**src/rtl/dfe_sched_pkg.sv**
```systemverilog
// dfe_sched_pkg
// Shared types and defaults for the DFE rate-enable scheduler.
//   sched_state_t : scheduler FSM states
//   DEF_CNT_W     : default width of pulse count, cycle count and period index
//   ratio_t       : a P/M pacing ratio at the default width
package dfe_sched_pkg;

  localparam int DEF_CNT_W = 8;

  typedef enum logic [1:0] {
    IDLE  = 2'd0,
    RUN   = 2'd1,
    DRAIN = 2'd2
  } sched_state_t;

  typedef struct packed {
    logic [DEF_CNT_W-1:0] pulses;
    logic [DEF_CNT_W-1:0] cycles;
  } ratio_t;

endpackage

```
**src/rtl/frac_accum.sv**
```systemverilog
// frac_accum
// Bresenham accumulator that decides whether the cycle being entered carries
// an enable pulse. The decision is registered, so `pulse` is valid during the
// cycle it belongs to.
// Ports:
//   clk, rst  : clock, synchronous active-high reset
//   advance   : a scheduled cycle is being entered at this edge
//   clear     : the cycle being entered is period index 0
//   p, m      : ratio in force for the cycle being entered (p <= m, m >= 1)
//   pulse     : registered enable for the current cycle
module frac_accum #(
  parameter int CNT_W = 8
) (
  input  logic             clk,
  input  logic             rst,
  input  logic             advance,
  input  logic             clear,
  input  logic [CNT_W-1:0] p,
  input  logic [CNT_W-1:0] m,
  output logic             pulse
);

  // One extra bit: residue < m plus p <= m never exceeds 2*m - 1.
  logic [CNT_W:0] acc;
  logic [CNT_W:0] base;
  logic [CNT_W:0] sum;
  logic           hit;

  // NOTE: every combinational output is assigned on every path, so no latch is inferred.
  always_comb begin
    base = clear ? '0 : acc;
    sum  = base + {1'b0, p};
    hit  = (sum >= {1'b0, m});
  end

  // NOTE: state registers use non-blocking assignments so all flops update together.
  always_ff @(posedge clk) begin
    if (rst) begin
      acc   <= '0;
      pulse <= 1'b0;
    end else if (advance) begin
      pulse <= hit;
      acc   <= hit ? (sum - {1'b0, m}) : sum;
    end else begin
      pulse <= 1'b0;
      acc   <= '0;
    end
  end

endmodule

```
**src/rtl/rate_enable_scheduler.sv**
```systemverilog
// rate_enable_scheduler
// Emits P evenly spread single-cycle clk_enable pulses per M-cycle period for
// the DFE filter stages. The ratio is reprogrammed through a valid/ready port
// into a shadow register and only takes effect on a period boundary (or at
// once while idle). Stop requests finish the current period before idling.
// Optional statistics are compiled in with `define RATE_SCHED_STATS_EN.
// Ports:
//   clk, rst              : clock, synchronous active-high reset
//   start, stop           : level-sampled run / stop requests
//   cfg_valid, cfg_ready  : ratio handshake (cfg_ready registered)
//   cfg_pulses, cfg_cycles: requested P and M
//   cfg_err               : one-cycle pulse after an illegal ratio was consumed
//   clk_enable            : paced enable
//   period_start          : high during period index 0
//   busy                  : scheduler not idle
//   period_count          : (stats) saturating count of completed periods
//   pulse_mismatch        : (stats) sticky, a period's pulse count differed from P
module rate_enable_scheduler
  import dfe_sched_pkg::*;
#(
  parameter int CNT_W      = DEF_CNT_W,
  parameter int DEF_PULSES = 1,
  parameter int DEF_CYCLES = 2
) (
  input  logic             clk,
  input  logic             rst,
  input  logic             start,
  input  logic             stop,
  input  logic             cfg_valid,
  output logic             cfg_ready,
  input  logic [CNT_W-1:0] cfg_pulses,
  input  logic [CNT_W-1:0] cfg_cycles,
  output logic             cfg_err,
  output logic             clk_enable,
  output logic             period_start,
  output logic             busy
`ifdef RATE_SCHED_STATS_EN
  ,
  output logic [15:0]      period_count,
  output logic             pulse_mismatch
`endif
);

  sched_state_t     state, state_n;
  logic [CNT_W-1:0] cnt, cnt_n;
  logic [CNT_W-1:0] act_p, act_m;
  logic [CNT_W-1:0] shd_p, shd_m;
  logic             pend, pend_n;
  logic             xfer, cfg_bad, last, wrap, apply;
  logic [CNT_W-1:0] nxt_p, nxt_m;

  always_comb begin
    xfer    = cfg_valid && cfg_ready;
    cfg_bad = (cfg_cycles == '0) || (cfg_pulses > cfg_cycles);
    last    = (cnt == act_m - CNT_W'(1));
    wrap    = (state != IDLE) && last;
    // Shadow lands immediately when idle, otherwise only on the period wrap.
    apply   = pend && ((state == IDLE) || last);
    nxt_p   = apply ? shd_p : act_p;
    nxt_m   = apply ? shd_m : act_m;

    state_n = state;
    cnt_n   = cnt;
    unique case (state)
      IDLE: begin
        if (start && !stop) begin
          state_n = RUN;
          cnt_n   = '0;
        end
      end
      RUN: begin
        if (last) begin
          state_n = stop ? IDLE : RUN;
          cnt_n   = '0;
        end else begin
          state_n = stop ? DRAIN : RUN;
          cnt_n   = cnt + CNT_W'(1);
        end
      end
      DRAIN: begin
        if (last) begin
          state_n = IDLE;
          cnt_n   = '0;
        end else begin
          cnt_n = cnt + CNT_W'(1);
        end
      end
      default: begin
        state_n = IDLE;
        cnt_n   = '0;
      end
    endcase

    pend_n = apply ? 1'b0 : pend;
    if (xfer && !cfg_bad) pend_n = 1'b1;
  end

  always_ff @(posedge clk) begin
    if (rst) begin
      state        <= IDLE;
      cnt          <= '0;
      act_p        <= CNT_W'(DEF_PULSES);
      act_m        <= CNT_W'(DEF_CYCLES);
      // NOTE: the shadow is cleared on reset too, so a dropped config can never resurface.
      shd_p        <= '0;
      shd_m        <= '0;
      pend         <= 1'b0;
      cfg_ready    <= 1'b1;
      cfg_err      <= 1'b0;
      period_start <= 1'b0;
      busy         <= 1'b0;
    end else begin
      state        <= state_n;
      cnt          <= cnt_n;
      if (apply) begin
        act_p <= shd_p;
        act_m <= shd_m;
      end
      if (xfer && !cfg_bad) begin
        shd_p <= cfg_pulses;
        shd_m <= cfg_cycles;
      end
      pend         <= pend_n;
      // Any transfer drops ready for at least one cycle; it stays low while pending.
      cfg_ready    <= !pend_n && !xfer;
      cfg_err      <= xfer && cfg_bad;
      period_start <= (state_n != IDLE) && (cnt_n == '0);
      busy         <= (state_n != IDLE);
    end
  end

  // The pulse decision for the cycle being entered uses the ratio that will
  // be active in that cycle, including a freshly applied shadow at c = 0.
  frac_accum #(.CNT_W(CNT_W)) u_accum (
    .clk     (clk),
    .rst     (rst),
    .advance (state_n != IDLE),
    .clear   (cnt_n == '0),
    .p       (nxt_p),
    .m       (nxt_m),
    .pulse   (clk_enable)
  );

`ifdef RATE_SCHED_STATS_EN
  logic [CNT_W:0] pcnt;
  logic [CNT_W:0] pcnt_tot;

  always_comb pcnt_tot = pcnt + (CNT_W+1)'(clk_enable);

  always_ff @(posedge clk) begin
    if (rst) begin
      pcnt           <= '0;
      period_count   <= '0;
      pulse_mismatch <= 1'b0;
    end else if (wrap) begin
      pcnt <= '0;
      if (period_count != 16'hFFFF) period_count <= period_count + 16'd1;
      if (pcnt_tot != {1'b0, act_p}) pulse_mismatch <= 1'b1;
    end else if (state != IDLE) begin
      pcnt <= pcnt_tot;
    end
  end
`endif

endmodule

```
**config.mk**
```make
export PLATFORM = sky130hd
export DESIGN_NAME = rate_enable_scheduler
export DESIGN_NICKNAME = d
export VERILOG_FILES = /design/src/rtl/dfe_sched_pkg.sv /design/src/rtl/frac_accum.sv /design/src/rtl/rate_enable_scheduler.sv
export SDC_FILE = /design/constraint.sdc
export NUM_CORES = 1
export LEC_CHECK = 0
export ABC_AREA = 1
export CORE_UTILIZATION = 35
export DETAILED_ROUTE_END_ITERATION = 6
export SETUP_SLACK_MARGIN = 0.1
export SYNTH_ARGS = -nofsm -noshare
export SYNTH_HDL_FRONTEND = slang
export SYNTH_SLANG_ARGS = --single-unit
export TNS_END_PERCENT = 5
```
**constraint.sdc**
```tcl
create_clock -name clk -period 6.2 [get_ports clk]
set_input_delay 1.24 -clock clk [delete_from_list [all_inputs] [get_ports clk]]
set_output_delay 1.24 -clock clk [all_outputs]
set_load 0.03 [all_outputs]
```
==> flow_summary.json <==
{
  "tns_ns": 0,
  "placed_cells": 689,
  "insertedDiodeCount": 0,
  "drc": 0,
  "drive_gt1_frac": 0.06480,
  "synth_top_cells_by_area": "dfxtp_1 32%, nand2_1 14%, ha_1 10%, nor2_1 9.2%, inv_1 8.6%",
  "clk_latency_ns": 0.33,
  "outcome": "complete, no violations",
  "grt_pass1_vias": 3118,
  "postCtsSetupBuffers": 0,
  "ctsResizeCount": 0,
  "synth_area_leader_cell": "dfxtp_1",
  "path_class": "in2reg",
  "synth-main-ff-cell": "dfxtp_1",
  "htreeDepth": 3,
  "io_buffers": 25,
  "core_mm2": 0.009819,
  "fin_ws_ns": 0.6550,
  "power_density_mw_per_mm2": 331.5,
  "ir_drop_mv": 0.1231,
  "ff2ff_path_depth": 33,
  "power_frac_seq": 0.321,
  "gr-total-overflow": 0,
  "holdPathStages": 2,
  "viasPerCell": 4.594,
  "syn_nets": 592,
  "dp_hpwl_um": 6558,
  "num_vias": 3234,
  "syn_avg_cell_area_um2": 6.634,
  "layout.cells.non_filler": 704,
  "syn_inst": 539,
  "hp-start": "cfg_ready$_SDFF_PP1_",
  "cts-root-buf": "clkbuf_8",
  "grt_pass1_wl_um": 14450,
  "final-hold-violation-count": 0,
  "yosys.area.top_type_share": 0.3191,
  "hold_class": "reg2reg",
  "skew_ns": 0.007123,
  "multi_input_area_mm2": 0.002044,
  "drt_iter0_drc": 102,
  "async_flop_share": 0,
  "yosysWarnings": 0,
  "rrSetupSlack_ns": 0.73,
  "cts_buffers": 9,
  "combPwrFrac": 0.426,
  "gp_congestion": 0.8229,
  "timing.hold.ws_ns": 0.5062,
  "arrival_ns": 5.77,
  "die_area_mm2": 0.01063,
  "grt_max_degree": 27,
  "nets": 620,
  "max_freq_mhz": 180.3,
  "clk_pin_slew_worst_paths_ns": 0.06,
  "switching_share": 0.3858,
  "grt_antenna_before_repair": 0,
  "io_pins": 26,
  "drt-wirelength-per-cell_um": 11.68,
  "p_switching_uw": 530.9,
  "pwr-share-clk": 0.253,
  "hold_end": "cfg_err$_SDFF_PP0_",
  "layout_commonest_cell": "nand2_1",
  "fp.dieH_um": 103.1,
  "cp.required_ns": 6.42,
  "r2r-start": "act_m[0]$_SDFF_PP0_",
  "fin_crit_sh": 0.8943,
  "period_minus_slack_ns": 5.545,
  "fill_cells": 1050,
  "rsz0062_at_grt": "no",
  "p_int_uw": 845.4,
  "finalMaxSlewViolations": 0,
  "drt_pass1_iterations": 5,
  "crit_path_start_kind": "input port",
  "area_delta_synth_final_pct": 16.10,
  "max-cap-violations": 0,
  "netlist_area_mm2": 0.003576,
  "worst_slew_pin_slew_ns": 0.9656,
  "cts_buffer_depth": 2,
  "start_util": 0.3642,
  "seq_area_frac_synth": 0.3191,
  "gr-usage-all-layers": 0.1777,
  "power_leakage_uw": 0.002138,
  "synth_cell_type_count": 34,
  "ys_ff_latch": 57,
  "synth_enable_flop_cells": 0,
  "ant_nets": 0,
  "drt_wl_total_um": 8222,
  "endpoint_kind": "flip-flop",
  "die-width_um": 103.1,
  "finalSetupViolCount": 0,
  "clkSinkCount": 57,
  "most-common-layout-cells": "129 x nand2_1, 88 x nor2_1, 82 x inv_1",
  "relSlewSlack": 0.3543,
  "holdBufCountCts": 0,
  "num_rows": 36,
  "rr_endpoint": "u_accum.acc[3]$_SDFF_PP0_",
  "dp_slack_ns": 0.3549,
  "path_max_fanout": 16,
  "regArea_mm2": 0.001141,
  "cts_tree": "yes"
}
==> metal layers <==
metal,vias up,track usage,routed length (um),part of all wire
li1,1740,-,-,-
met1,1437,0.2302,4056,0.49
met2,41,0.2949,3779,0.46
met3,16,0.02847,205,0.025
met4,0,0.07151,181,0.022
met5,-,0,0,0
==> registers in the layout, indices dropped and copies added, names as in the netlist, 2 cells and up <==
register     cells
act_m            8
u_accum.acc      9
shd_m            8
act_p            8
cnt              8
state            2
shd_p            8
==> metrics by stage <==
step	area, um2	power, uW	util
after floorplan	3576	927.9	-
after global placement	3955	1026	0.4028
after detailed placement	3955	1040	0.4028
after CTS	4151	1391	0.4228
after global routing	4151	1504	0.4228
final	4151	1376	0.4228
==> worst max path at each step <==
stage | startpoint | end | slack (ns) | cells past startpoint
floorplan | stop | u_accum.acc[6]$_SDFF_PP0_ | 1.32 | 28
finish | stop | u_accum.acc[3]$_SDFF_PP0_ | 0.66 | 28
detailed placement | stop | u_accum.acc[3]$_SDFF_PP0_ | 0.35 | 28
global placement | stop | u_accum.acc[7]$_SDFF_PP0_ | 0.43 | 28
CTS | stop | u_accum.acc[3]$_SDFF_PP0_ | 0.68 | 28
global route | act_m[0]$_SDFF_PP0_ | u_accum.acc[0]$_SDFF_PP0_ | 0.10 | 34
==> power by group through the flow <==
stage                     clock network, uW  logic [uW]  registers, uW
after floorplan                           0         473            455
after global routing                    376         682            447
after global placement                    0         576            449
final                                   348         586            442
after detailed placement                  0         590            450
after CTS                               356         593            442
==> kinds of logic after synthesis <==
| logic type | share of synthesized area |
|---|---|
| adders and majority gates | 0.1162 |
| DFF | 0.3191 |
| buffers and inverters | 0.1092 |
| xor gates and xnor gates | 0.03429 |
| and+or+nand+nor | 0.3086 |
| AOI/OAI and AO/OA | 0.1127 |
==> cell type report <==
class	instances	share of cell area
multi-input cells	383	0.4925
flip-flops and latches	57	0.2749
inverters	88	0.07957
repair buffers	28	0.06570
well taps	133	0.04008
clock buffers	13	0.03828
clock inverters	2	0.009042
==> cells in the mapped netlist (2+ instances only) <==
cell	count
inv_1	82
clkbuf_1	9
a21o_1	2
nand2_2	7
nand2_1	129
fa_1	2
nand3_4	2
a21oi_1	26
o41ai_1	2
clkinv_1	4
o21ai_0	38
nand4_1	3
a31oi_1	3
inv_2	2
nor2_2	7
dfxtp_1	57
ha_1	30
nand3_1	17
xor2_1	9
xnor2_1	5
nor2_1	88
nor3_1	3
==> critical path, stage by stage <==
cell and delay [ns]:
clkdlybuf4s50_1 0.48, inv_1 0.05, nand2_1 0.05, inv_1 0.04
nor2_1 0.38, nand2_1 0.09, nand2_1 0.09, nand2_1 0.07
nand2_1 0.07, nor2_1 0.05, nand2_2 0.13, inv_1 0.16
nor2_1 0.12, ha_1 0.19, fa_1 0.23, xor2_1 0.25
ha_1 0.33, nand2_1 0.08, nand2_1 0.04, a31oi_1 0.24
o21ai_0 0.17, a21o_1 0.19, a21oi_1 0.22, o22ai_1 0.11
nor2_1 0.21, nand3_4 0.23, nor2_1 0.17, nor2_1 0.06
Power figures use the tool's default switching activity.
